## src/rtl/bp_ptw_fill.sv

```systemverilog
// Sv39 hardware page-table walker refilling the TLB from one miss at a time.
// Optional feature macro: BP_PTW_GIGAPAGE_EN (level-2 leaves fill as gigapages instead of splintering).
module bp_ptw_fill #(
  parameter int paddr_width_p      = 56,
  parameter int vtag_width_p       = 27,
  parameter int ptag_width_p       = 44,
  parameter int pte_width_p        = 64,
  parameter int page_table_depth_p = 3,
  parameter int page_idx_width_p   = 9,
  localparam int entry_width_lp    = ptag_width_p + 7
) (
  input  logic                      clk_i,
  input  logic                      reset_i,
  input  logic                      flush_i,
  input  logic [ptag_width_p-1:0]   base_ppn_i,
  input  logic                      miss_v_i,
  input  logic [vtag_width_p-1:0]   miss_vtag_i,
  output logic                      ready_o,
  output logic                      busy_o,
  output logic                      mem_req_v_o,
  output logic [paddr_width_p-1:0]  mem_req_addr_o,
  input  logic                      mem_req_ready_i,
  input  logic                      mem_resp_v_i,
  input  logic [pte_width_p-1:0]    mem_resp_data_i,
  output logic                      tlb_w_v_o,
  output logic [vtag_width_p-1:0]   tlb_w_vtag_o,
  output logic [entry_width_lp-1:0] tlb_w_entry_o,
  output logic                      fault_v_o,
  output logic [vtag_width_p-1:0]   fault_vtag_o
);

  localparam int lvl_w_lp = $clog2(page_table_depth_p);
  localparam int addr_full_w_lp = ptag_width_p + page_idx_width_p + 3;
  localparam logic [lvl_w_lp-1:0] top_level_lp = lvl_w_lp'(page_table_depth_p - 1);
  localparam logic [ptag_width_p-1:0] ones_lp = {ptag_width_p{1'b1}};

  typedef enum logic [2:0] {
    e_idle  = 3'd0,
    e_send  = 3'd1,
    e_wait  = 3'd2,
    e_drain = 3'd3,
    e_fill  = 3'd4,
    e_fault = 3'd5
  } state_e;

  state_e state_r, state_n_s;

  logic [vtag_width_p-1:0]   vtag_r;
  logic [ptag_width_p-1:0]   ppn_r;
  logic [lvl_w_lp-1:0]       level_r;
  logic [entry_width_lp-1:0] entry_r;

  logic [31:0]                shamt_s;
  logic [page_idx_width_p-1:0] vpn_s;
  logic [addr_full_w_lp-1:0]  addr_full_s;
  logic [ptag_width_p-1:0]    low_mask_s;

  logic [ptag_width_p-1:0]    pte_ppn_s;
  logic pte_v_s, pte_r_s, pte_w_s, pte_x_s, pte_u_s, pte_a_s, pte_d_s;
  logic pte_leaf_s, pte_misaligned_s, pte_fault_s, gigapage_s;
  logic [ptag_width_p-1:0]    leaf_ptag_s;
  logic [entry_width_lp-1:0]  entry_s;
  logic accept_s, walk_resp_s;
  logic unused_pte_bits_s;

  // Raw Sv39 PTE fields; G, RSW and the reserved top bits play no part in the fill
  assign pte_v_s   = mem_resp_data_i[0];
  assign pte_r_s   = mem_resp_data_i[1];
  assign pte_w_s   = mem_resp_data_i[2];
  assign pte_x_s   = mem_resp_data_i[3];
  assign pte_u_s   = mem_resp_data_i[4];
  assign pte_a_s   = mem_resp_data_i[6];
  assign pte_d_s   = mem_resp_data_i[7];
  assign pte_ppn_s = mem_resp_data_i[10 +: ptag_width_p];
  assign unused_pte_bits_s = ^{mem_resp_data_i[pte_width_p-1:ptag_width_p+10],
                               mem_resp_data_i[9:8], mem_resp_data_i[5]};

  // Bits below the current level's page boundary: VPN slices for the request, PPN slices for superpages
  assign shamt_s     = 32'(level_r) * 32'(page_idx_width_p);
  assign vpn_s       = page_idx_width_p'(vtag_r >> shamt_s);
  assign addr_full_s = {ppn_r, vpn_s, 3'b000};
  assign low_mask_s  = ~(ones_lp << shamt_s);

  assign pte_leaf_s       = pte_r_s | pte_x_s;
  assign pte_misaligned_s = pte_leaf_s & (|(pte_ppn_s & low_mask_s));
  assign pte_fault_s      = ~pte_v_s
                          | (~pte_r_s & pte_w_s)
                          | (~pte_leaf_s & (level_r == {lvl_w_lp{1'b0}}))
                          | pte_misaligned_s;

`ifdef BP_PTW_GIGAPAGE_EN
  assign gigapage_s = (level_r == top_level_lp);
`else
  assign gigapage_s = 1'b0;
`endif

  assign leaf_ptag_s = (pte_ppn_s & ~low_mask_s) | (ptag_width_p'(vtag_r) & low_mask_s);
  assign entry_s     = {leaf_ptag_s, gigapage_s, pte_a_s, pte_d_s, pte_u_s,
                        pte_x_s, pte_w_s, pte_r_s};

  assign accept_s    = (state_r == e_idle) & miss_v_i & ~flush_i;
  assign walk_resp_s = (state_r == e_wait) & mem_resp_v_i & ~flush_i;

  // State register
  always_ff @(posedge clk_i) begin
    if (reset_i) begin
      state_r <= e_idle;
    end else begin
      state_r <= state_n_s;
    end
  end

  // Next-state logic; a flush with a request already in flight must wait out its response
  always_comb begin
    state_n_s = state_r;
    case (state_r)
      e_idle: begin
        if (accept_s) state_n_s = e_send;
        else          state_n_s = e_idle;
      end
      e_send: begin
        if (mem_req_ready_i) state_n_s = flush_i ? e_drain : e_wait;
        else if (flush_i)    state_n_s = e_idle;
        else                 state_n_s = e_send;
      end
      e_wait: begin
        if (flush_i)           state_n_s = mem_resp_v_i ? e_idle : e_drain;
        else if (!mem_resp_v_i) state_n_s = e_wait;
        else if (pte_fault_s)   state_n_s = e_fault;
        else if (pte_leaf_s)    state_n_s = e_fill;
        else                    state_n_s = e_send;
      end
      e_drain: begin
        if (mem_resp_v_i) state_n_s = e_idle;
        else              state_n_s = e_drain;
      end
      e_fill:  state_n_s = e_idle;
      e_fault: state_n_s = e_idle;
      default: state_n_s = e_idle;
    endcase
  end

  // Walk context: captured at accept, descended on each non-leaf PTE, entry built on a leaf
  always_ff @(posedge clk_i) begin
    if (reset_i) begin
      vtag_r  <= {vtag_width_p{1'b0}};
      ppn_r   <= {ptag_width_p{1'b0}};
      level_r <= {lvl_w_lp{1'b0}};
      entry_r <= {entry_width_lp{1'b0}};
    end else if (accept_s) begin
      vtag_r  <= miss_vtag_i;
      ppn_r   <= base_ppn_i;
      level_r <= top_level_lp;
    end else if (walk_resp_s && !pte_fault_s) begin
      if (pte_leaf_s) begin
        entry_r <= entry_s;
      end else begin
        ppn_r   <= pte_ppn_s;
        level_r <= level_r - lvl_w_lp'(1);
      end
    end
  end

  // Output decode from state; flush squashes a fill or fault in the same cycle
  always_comb begin
    ready_o        = 1'b0;
    busy_o         = 1'b0;
    mem_req_v_o    = 1'b0;
    tlb_w_v_o      = 1'b0;
    fault_v_o      = 1'b0;
    mem_req_addr_o = {paddr_width_p{1'b0}};
    tlb_w_vtag_o   = {vtag_width_p{1'b0}};
    tlb_w_entry_o  = {entry_width_lp{1'b0}};
    fault_vtag_o   = {vtag_width_p{1'b0}};
    if (!reset_i) begin
      ready_o        = (state_r == e_idle);
      busy_o         = (state_r != e_idle);
      mem_req_v_o    = (state_r == e_send);
      tlb_w_v_o      = (state_r == e_fill) & ~flush_i;
      fault_v_o      = (state_r == e_fault) & ~flush_i;
      mem_req_addr_o = paddr_width_p'(addr_full_s);
      tlb_w_vtag_o   = vtag_r;
      tlb_w_entry_o  = entry_r;
      fault_vtag_o   = vtag_r;
    end else begin
      ready_o = 1'b0;
    end
  end

endmodule

```

## config.mk

```make
export PLATFORM = sky130hd
export DESIGN_NAME = bp_ptw_fill
export DESIGN_NICKNAME = d
export VERILOG_FILES = /design/src/rtl/bp_ptw_fill.sv
export SDC_FILE = /design/constraint.sdc
export NUM_CORES = 1
export LEC_CHECK = 0
export CAP_MARGIN = 15
export CORE_MARGIN = 2
export CORE_UTILIZATION = 46
export DETAILED_ROUTE_END_ITERATION = 10
export PLACE_DENSITY = 0.87
export SYNTH_ARGS = -nofsm -noshare
export SYNTH_HDL_FRONTEND = slang
export SYNTH_SLANG_ARGS = --single-unit
```

## constraint.sdc

```tcl
create_clock -name clk_i -period 3.42 [get_ports clk_i]
set_input_delay 0.684 -clock clk_i [delete_from_list [all_inputs] [get_ports clk_i]]
set_output_delay 0.684 -clock clk_i [all_outputs]
set_load 0.1 [all_outputs]
```

==> run metrics, run 1 <==
Synth cell types=35; Final Hold Slack=0.493 ns; reg-to-reg startpoint=level_r[1]; WP data arrival=3.11 ns; r2r setup slk=0.88 ns; Rows=44; Post-synth EDFFs=0; Top FF cell, synth=dfxtp_1; Final Hold Violating Endpoints=0; Chip Width=126 um; worst-path fanout max=18; static leakage=4.60 nW; H-Tree Depth=4; clock slew at reported path FFs=0.05 ns; Layout Utilization=0.740; Avg Inst Size Synth=7.98 um^2; RR Endpoint=entry_r[7]; pin count of the biggest net entering global routing=117; Die ar.=15,900 um^2; worst setup path class=input port to register; diode count=0; quantity of gates resized following cts=0; dpl ws=0.250 ns; post-DP HPWL=17,100 um; starting density of the core=0.472; final setup fails=0; IO Port Bufs=289; global route overflow=0; DRC viols=0; core area=14,600 um^2; WL/cell=18.8 um; max frequency=0.358 GHz; Setup TNS Final=0 ns; critical path launch point type=input port; VDD IR max=337 uV; largest family of logic cells by synthesized area=simple AND/OR/NAND/NOR gates; Final min period=2.79 ns; total CTS buffers=17; hold crit path type=register to register; slew of the pin with the lowest slew margin=0.624 ns; global-route wire length before repair=37,200 um; antenna viol nets, final=0; vias in the first global route=6,866; first-pass iteration count of the detailed router=5; xor and xnor area share after synthesis=0.00127; endpoint class of the critical path=register; postcts setup bufs=0; multiplexer area fraction after synthesis=0.0557; clk_lat worst skew=0.42 ns; clock tree sinks=126; DR iter-0 viols=620; register area share after synthesis=0.367; post-synthesis cell area=6880 um^2; worst clock skew=0.0154 ns; unrepaired setup endpoints after global routing=false; Vias/cell=5.55; Worst setup startpoint=mem_resp_data_i[32]; Setup WS post-layout=0.629 ns; DRT Wirelength=24,200 um; Root Buffer=clkbuf_16; Synth Warn #=0; Total GRT Usage=0.295; period utilization=0.816; CP Data Required Time=3.74 ns; DR vias=7,120; cts hold-fix bufs=0; asr flop ratio synth=0; CTS tree=done; complex-gate fraction of the synthesized area=0.209; Slew Limit Headroom=0.583; layout cells sized above 1=0.237; Post-Synth Adder-Cell Area=0.00364; hold_sp=entry_r[1]; P&R area growth vs syn=57.0%; cell depth of the worst flop-to-flop path=7; CP endpoint=entry_r[7]; status=completed; antenna violations before repair=0; IO Count=307; Pins Over Slew Limit=0; PD cells=400 nW/um^2; Final nets=1,232; Die Ht=126 um; Seq cells post-synth=126; post-synthesis cell count=862; RePlAce Congestion=0.863; Simple-Gate Fraction of Synth Area=0.244; max-cap violations=0; clock buffer depth=2
[cells in the final DEF, fill, tap and decap left out, types with 2 or more instances in the layout]
master / n
nor2b_2: 13
inv_1: 73
nand2_1: 56
clkinv_2: 5
mux2i_1: 36
mux2_2: 2
o32ai_1: 28
a311oi_1: 44
buf_12: 72
ha_1: 2
bufinv_16: 2
a31oi_1: 5
nand3_1: 45
clkdlybuf4s50_1: 126
clkbuf_8: 3
nor2_1: 78
nor4_1: 4
o21ai_0: 47
nor3_1: 4
a21oi_1: 36
nand2b_1: 51
buf_4: 114
clkbuf_1: 2
conb_1: 4
dfxtp_1: 126
and3_1: 2
nor2b_1: 63
o32ai_2: 20
nor3_2: 2
clkbuf_16: 17
[how the worst min path moves through the flow]
stage / to / cells past startpoint
3_3_place_gp: vtag_r[8] / 2
2_1_floorplan: vtag_r[0] / 2
5_1_grt: entry_r[8] / 2
3_5_place_dp: entry_r[1] / 2
6_report: entry_r[1] / 2
4_1_cts: entry_r[1] / 2
[metrics by stage]
stage | area [um^2] | cells | total power (W)
after floorplan | 6940 | 865 | 0.00224
after global placement | 10200 | 1253 | 0.00260
after detailed placement | 10200 | 1253 | 0.00261
after CTS | 10800 | 1282 | 0.00433
after global routing | 10800 | 1283 | 0.00445
final | 10800 | 1283 | 0.00432
[worst max-delay path: stages]
cell and delay [ns]:
clkdlybuf4s50_1 0.50, nor4_1 0.32, a31oi_1 0.26, or4_2 0.77
buf_4 0.25, o32ai_1 0.31
[cell usage after synthesis, types with 5 or more instances]
master | n | area (um^2)
buf_4 | 31 | 233
nor2_1 | 78 | 293
mux2i_1 | 36 | 360
o32ai_2 | 20 | 325
nand3_1 | 47 | 235
clkbuf_1 | 57 | 214
a21oi_1 | 36 | 180
o32ai_1 | 28 | 245
buf_1 | 10 | 37.5
buf_2 | 9 | 45.0
nor2b_1 | 76 | 475
a31oi_1 | 5 | 31.3
nand2b_1 | 51 | 319
o21ai_0 | 47 | 235
nor3_1 | 6 | 30.0
nor4_1 | 5 | 31.3
dfxtp_1 | 126 | 2520
nand2_1 | 56 | 210
inv_1 | 73 | 274
a311oi_1 | 44 | 385
[per-layer routing]
layer	global-route usage	routed length, um
met5	0	0
met4	0.0763	325
met3	0.0789	1900
met2	0.489	11900
met1	0.382	10000
[cells by family after synthesis]
kind of cell / after synthesis
adders and majority gates: 2
xor gates and xnor gates: 1
muxes: 38
other: 1
buffers and inverters: 182
DFF: 126
and+or+nand+nor: 328
AOI/OAI and AO/OA: 184
[registers in the layout, summed over array words and instances (netlist names)]
name	count
state_r	3
ppn_r	44
entry_r	50
vtag_r	27
level_r	2
[layout make-up]
type,count,area [um^2]
well taps,184,230
clock inverters,8,92.6
clock buffers,21,460
flip-flops and latches,126,2520
inverters,73,274
fillers,1080,3790
repair buffers,314,3600
multi-input cells,557,3620
[where the power goes]
part | internal (W) | switching [W] | total, W | leakage (nW)
logic | 0.000361 | 0.000655 | 0.00102 | 3.29
registers | 0.00153 | 0.0000489 | 0.00158 | 1.03
clock network | 0.00109 | 0.000636 | 0.00173 | 0.274
total | 0.00298 | 0.00134 | 0.00432 | 4.60
No activity file was read; power rests on OpenSTA's default activity.
==> inputs of run 2 (changes only) <==
--- a/config.mk
+++ b/config.mk
@@ -7,9 +7,9 @@
 export LEC_CHECK = 0
 export CAP_MARGIN = 15
 export CORE_MARGIN = 2
-export CORE_UTILIZATION = 46
+export CORE_UTILIZATION = 38
 export DETAILED_ROUTE_END_ITERATION = 10
-export PLACE_DENSITY = 0.87
+export PLACE_DENSITY = 0.77
 export SYNTH_ARGS = -nofsm -noshare
 export SYNTH_HDL_FRONTEND = slang
 export SYNTH_SLANG_ARGS = --single-unit
==> constraint.sdc (replaced) <==
create_clock -name clk_i -period 2.52 [get_ports clk_i]
set_input_delay 0.504 -clock clk_i [delete_from_list [all_inputs] [get_ports clk_i]]
set_output_delay 0.504 -clock clk_i [all_outputs]
set_load 0.1 [all_outputs]
==> run 2 against run 1 <==
First-iteration DRC count decreased by 21%. Flip-flop and latch count unchanged. Cell area increased by 19%. Clock-buffer cell count unchanged. Largest power group unchanged. Setup slack got worse by 0.57 ns.
==> run metrics, run 2 (synthesis gave the netlist of run 1 again) <==
worst-path fanout max=18 (unchanged); pin count of the biggest net entering global routing=61 (was 117); placed cell area=12,200 um^2 (was 10,200 um^2); layout cells sized above 1=0.326 (was 0.237); Final nets=1,281 (was 1,232); DRC viols=0 (unchanged); postcts setup bufs=0 (unchanged); CTS tree=done (unchanged); PD cells=491 nW/um^2 (was 400 nW/um^2); hold crit path type=register to register (unchanged); critical path launch point type=input port (unchanged); global-route wire length before repair=42,600 um (was 37,200 um); Pins Over Slew Limit=0 (unchanged); CP endpoint=entry_r[16] (was entry_r[7]); fill cell count=1,191 (was 1,080); Largest regs=entry_r x50, ppn_r x44, vtag_r x27 (unchanged); static leakage=5.17 nW (was 4.60 nW); clock tree sinks=126 (unchanged); DR iter-0 viols=491 (was 620); reg-to-reg startpoint=state_r[1] (was level_r[1]); VDD IR max=459 uV (was 337 uV); number of stages on the worst setup path=6 (unchanged); WL/cell=19.6 um (was 18.8 um); RePlAce Congestion=0.860 (was 0.863); Critical Path, Cell by Cell=clkdlybuf4s50_1 > nor4_4 > a31oi_1 > or4_2 > buf_6 > o32ai_1 (was clkdlybuf4s50_1 > nor4_1 > a31oi_1 > or4_2 > buf_4 > o32ai_1); CP top delay family=simple AND/OR/NAND/NOR gates (unchanged); period utilization=0.978; crit path buf inv count=2 (unchanged); max-cap violations=0 (unchanged); cell depth of the worst flop-to-flop path=5 (was 7); post-DP HPWL=19,900 um (was 17,100 um); antenna viol nets, final=0 (unchanged); CP Data Required Time=2.83 ns (was 3.74 ns); WP data arrival=2.78 ns (was 3.11 ns); final setup fails=0 (unchanged); Chip Width=139 um (was 126 um); Die Ht=139 um (was 126 um); endpoint class of the critical path=register (unchanged); total CTS buffers=17 (unchanged); Worst setup startpoint=mem_resp_data_i[18] (was mem_resp_data_i[32]); H-Tree Depth=4 (unchanged); vias in the first global route=7,532 (was 6,866); global route overflow=0 (unchanged); status=completed (unchanged); IO Port Bufs=289 (unchanged); starting density of the core=0.386 (was 0.472); Final Hold Violating Endpoints=0 (unchanged); Total GRT Usage=0.280 (was 0.295); worst setup path class=input port to register (unchanged); diode count=0 (unchanged); crit-path max cell delay=0.73 ns (was 0.77 ns); Final min period=2.47 ns; DR vias=7,520 (was 7,120); Vias/cell=5.45 (was 5.55); IO Count=307 (unchanged); Root Buffer=clkbuf_16 (unchanged); register area=2520 um^2 (unchanged); multi-input combinational cell area=3940 um^2 (was 3620 um^2); cts hold-fix bufs=0 (unchanged); clk_lat worst skew=0.42 ns (about the same); max reg flops=50 (unchanged); antenna violations before repair=0 (unchanged); most common cell after layout, fill and taps aside=buf_12; worst clock skew=0.0117 ns (was 0.0154 ns); commonest cells after routing, fill and taps aside=buf_12 (173), dfxtp_1 (126), clkdlybuf4s50_1 (126) (was dfxtp_1 (126), clkdlybuf4s50_1 (126), buf_4 (114)); max frequency=0.406 GHz; Layout Utilization=0.720 (was 0.740); r2r setup slk=0.20 ns (was 0.88 ns); Reg with most FFs=entry_r (unchanged); core area=17,800 um^2 (was 14,600 um^2); fin area=12,800 um^2 (was 10,800 um^2); clock slew at reported path FFs=0.05 ns (about the same); critical path's slowest cell=or4_2 (unchanged); Rows=49 (was 44); DRT Wirelength=27,000 um (was 24,200 um); RR Endpoint=entry_r[16] (was entry_r[7]); first-pass iteration count of the detailed router=7 (was 5); P&R area growth vs syn=86.8% (was 57.0%); Die ar.=19,200 um^2 (was 15,900 um^2); clock buffer depth=2 (unchanged)
-- run 2: cell count changes in the layout (fill, tap and decap cells not counted), moves of 2 or more --
cell,before,now
buf_12,72,173
buf_4,114,62
nor2b_1,63,15
nor2b_2,13,41
nor2b_4,0,20
nor2_1,78,68
nor2_2,0,8
nor4_4,1,4
nor2_4,0,2
nor3_2,2,0
nor3_4,0,2
nor4_1,4,2
-- run 2: layout make-up --
type	instances	share of cell area
Clock buffer	21	0.0366
Clock inverter	11	0.0108
Inverter	73	0.0213
Multi-Input combinational cell	557	0.307
Sequential cell	126	0.196
Tap cell	229	0.0223
Timing Repair Buffer	363	0.406
-- run 2: worst min path at each step --
stage	from	end	slack, ns	cells after the start
after floorplan	vtag_r[12]	vtag_r[12]	0.46	2
after global placement	entry_r[1]	entry_r[1]	0.48	2
after detailed placement	ppn_r[1]	ppn_r[1]	0.48	2
after CTS	entry_r[1]	entry_r[1]	0.49	2
after global routing	entry_r[30]	entry_r[30]	0.51	2
final	entry_r[1]	entry_r[1]	0.50	2
-- run 2: layer usage --
metal / GRT usage / part of all wire / vias up
li1: - / - / 3486
met1: 0.353 / 0.40 / 3594
met2: 0.444 / 0.47 / 364
met3: 0.0729 / 0.084 / 76
met4: 0.140 / 0.044 / 0
met5: 0 / 0 / -
-- run 2: tightest hold or removal path, delay by kind of cell (launching register included) --
family,cells,cell delay [ns]
DFF,1,0.29
and+or+nand+nor,1,0.08
AOI/OAI and AO/OA,1,0.07
-- run 2: through the flow --
stage	power, W	worst slack, ns	instances	TNS (ns)	hold slack (ns)
4_1_cts	0.00633	0.0259	1380	0	0.493
6_report	0.00631	0.0547	1380	0	0.497
2_1_floorplan	0.00309	-0.549	865	-6.68	0.457
3_3_place_gp	0.00378	-0.359	1348	-15.27	0.479
3_5_place_dp	0.00380	-0.507	1348	-20.18	0.483
5_1_grt	0.00650	-0.00218	1380	-0.00351	0.513
-- run 2: repair_timing --
item,4_1_cts,5_1_grt
pin swaps,0,0
endpoints found under the setup margin,27,16
resized for setup,2,6
-- run 2: power breakdown --
| part | switching (W) | internal [W] | total, W |
|---|---|---|---|
| registers | 0.0000747 | 0.00208 | 0.00215 |
| clock network | 0.000906 | 0.00163 | 0.00253 |
| logic | 0.000957 | 0.000671 | 0.00163 |
| total | 0.00194 | 0.00437 | 0.00631 |
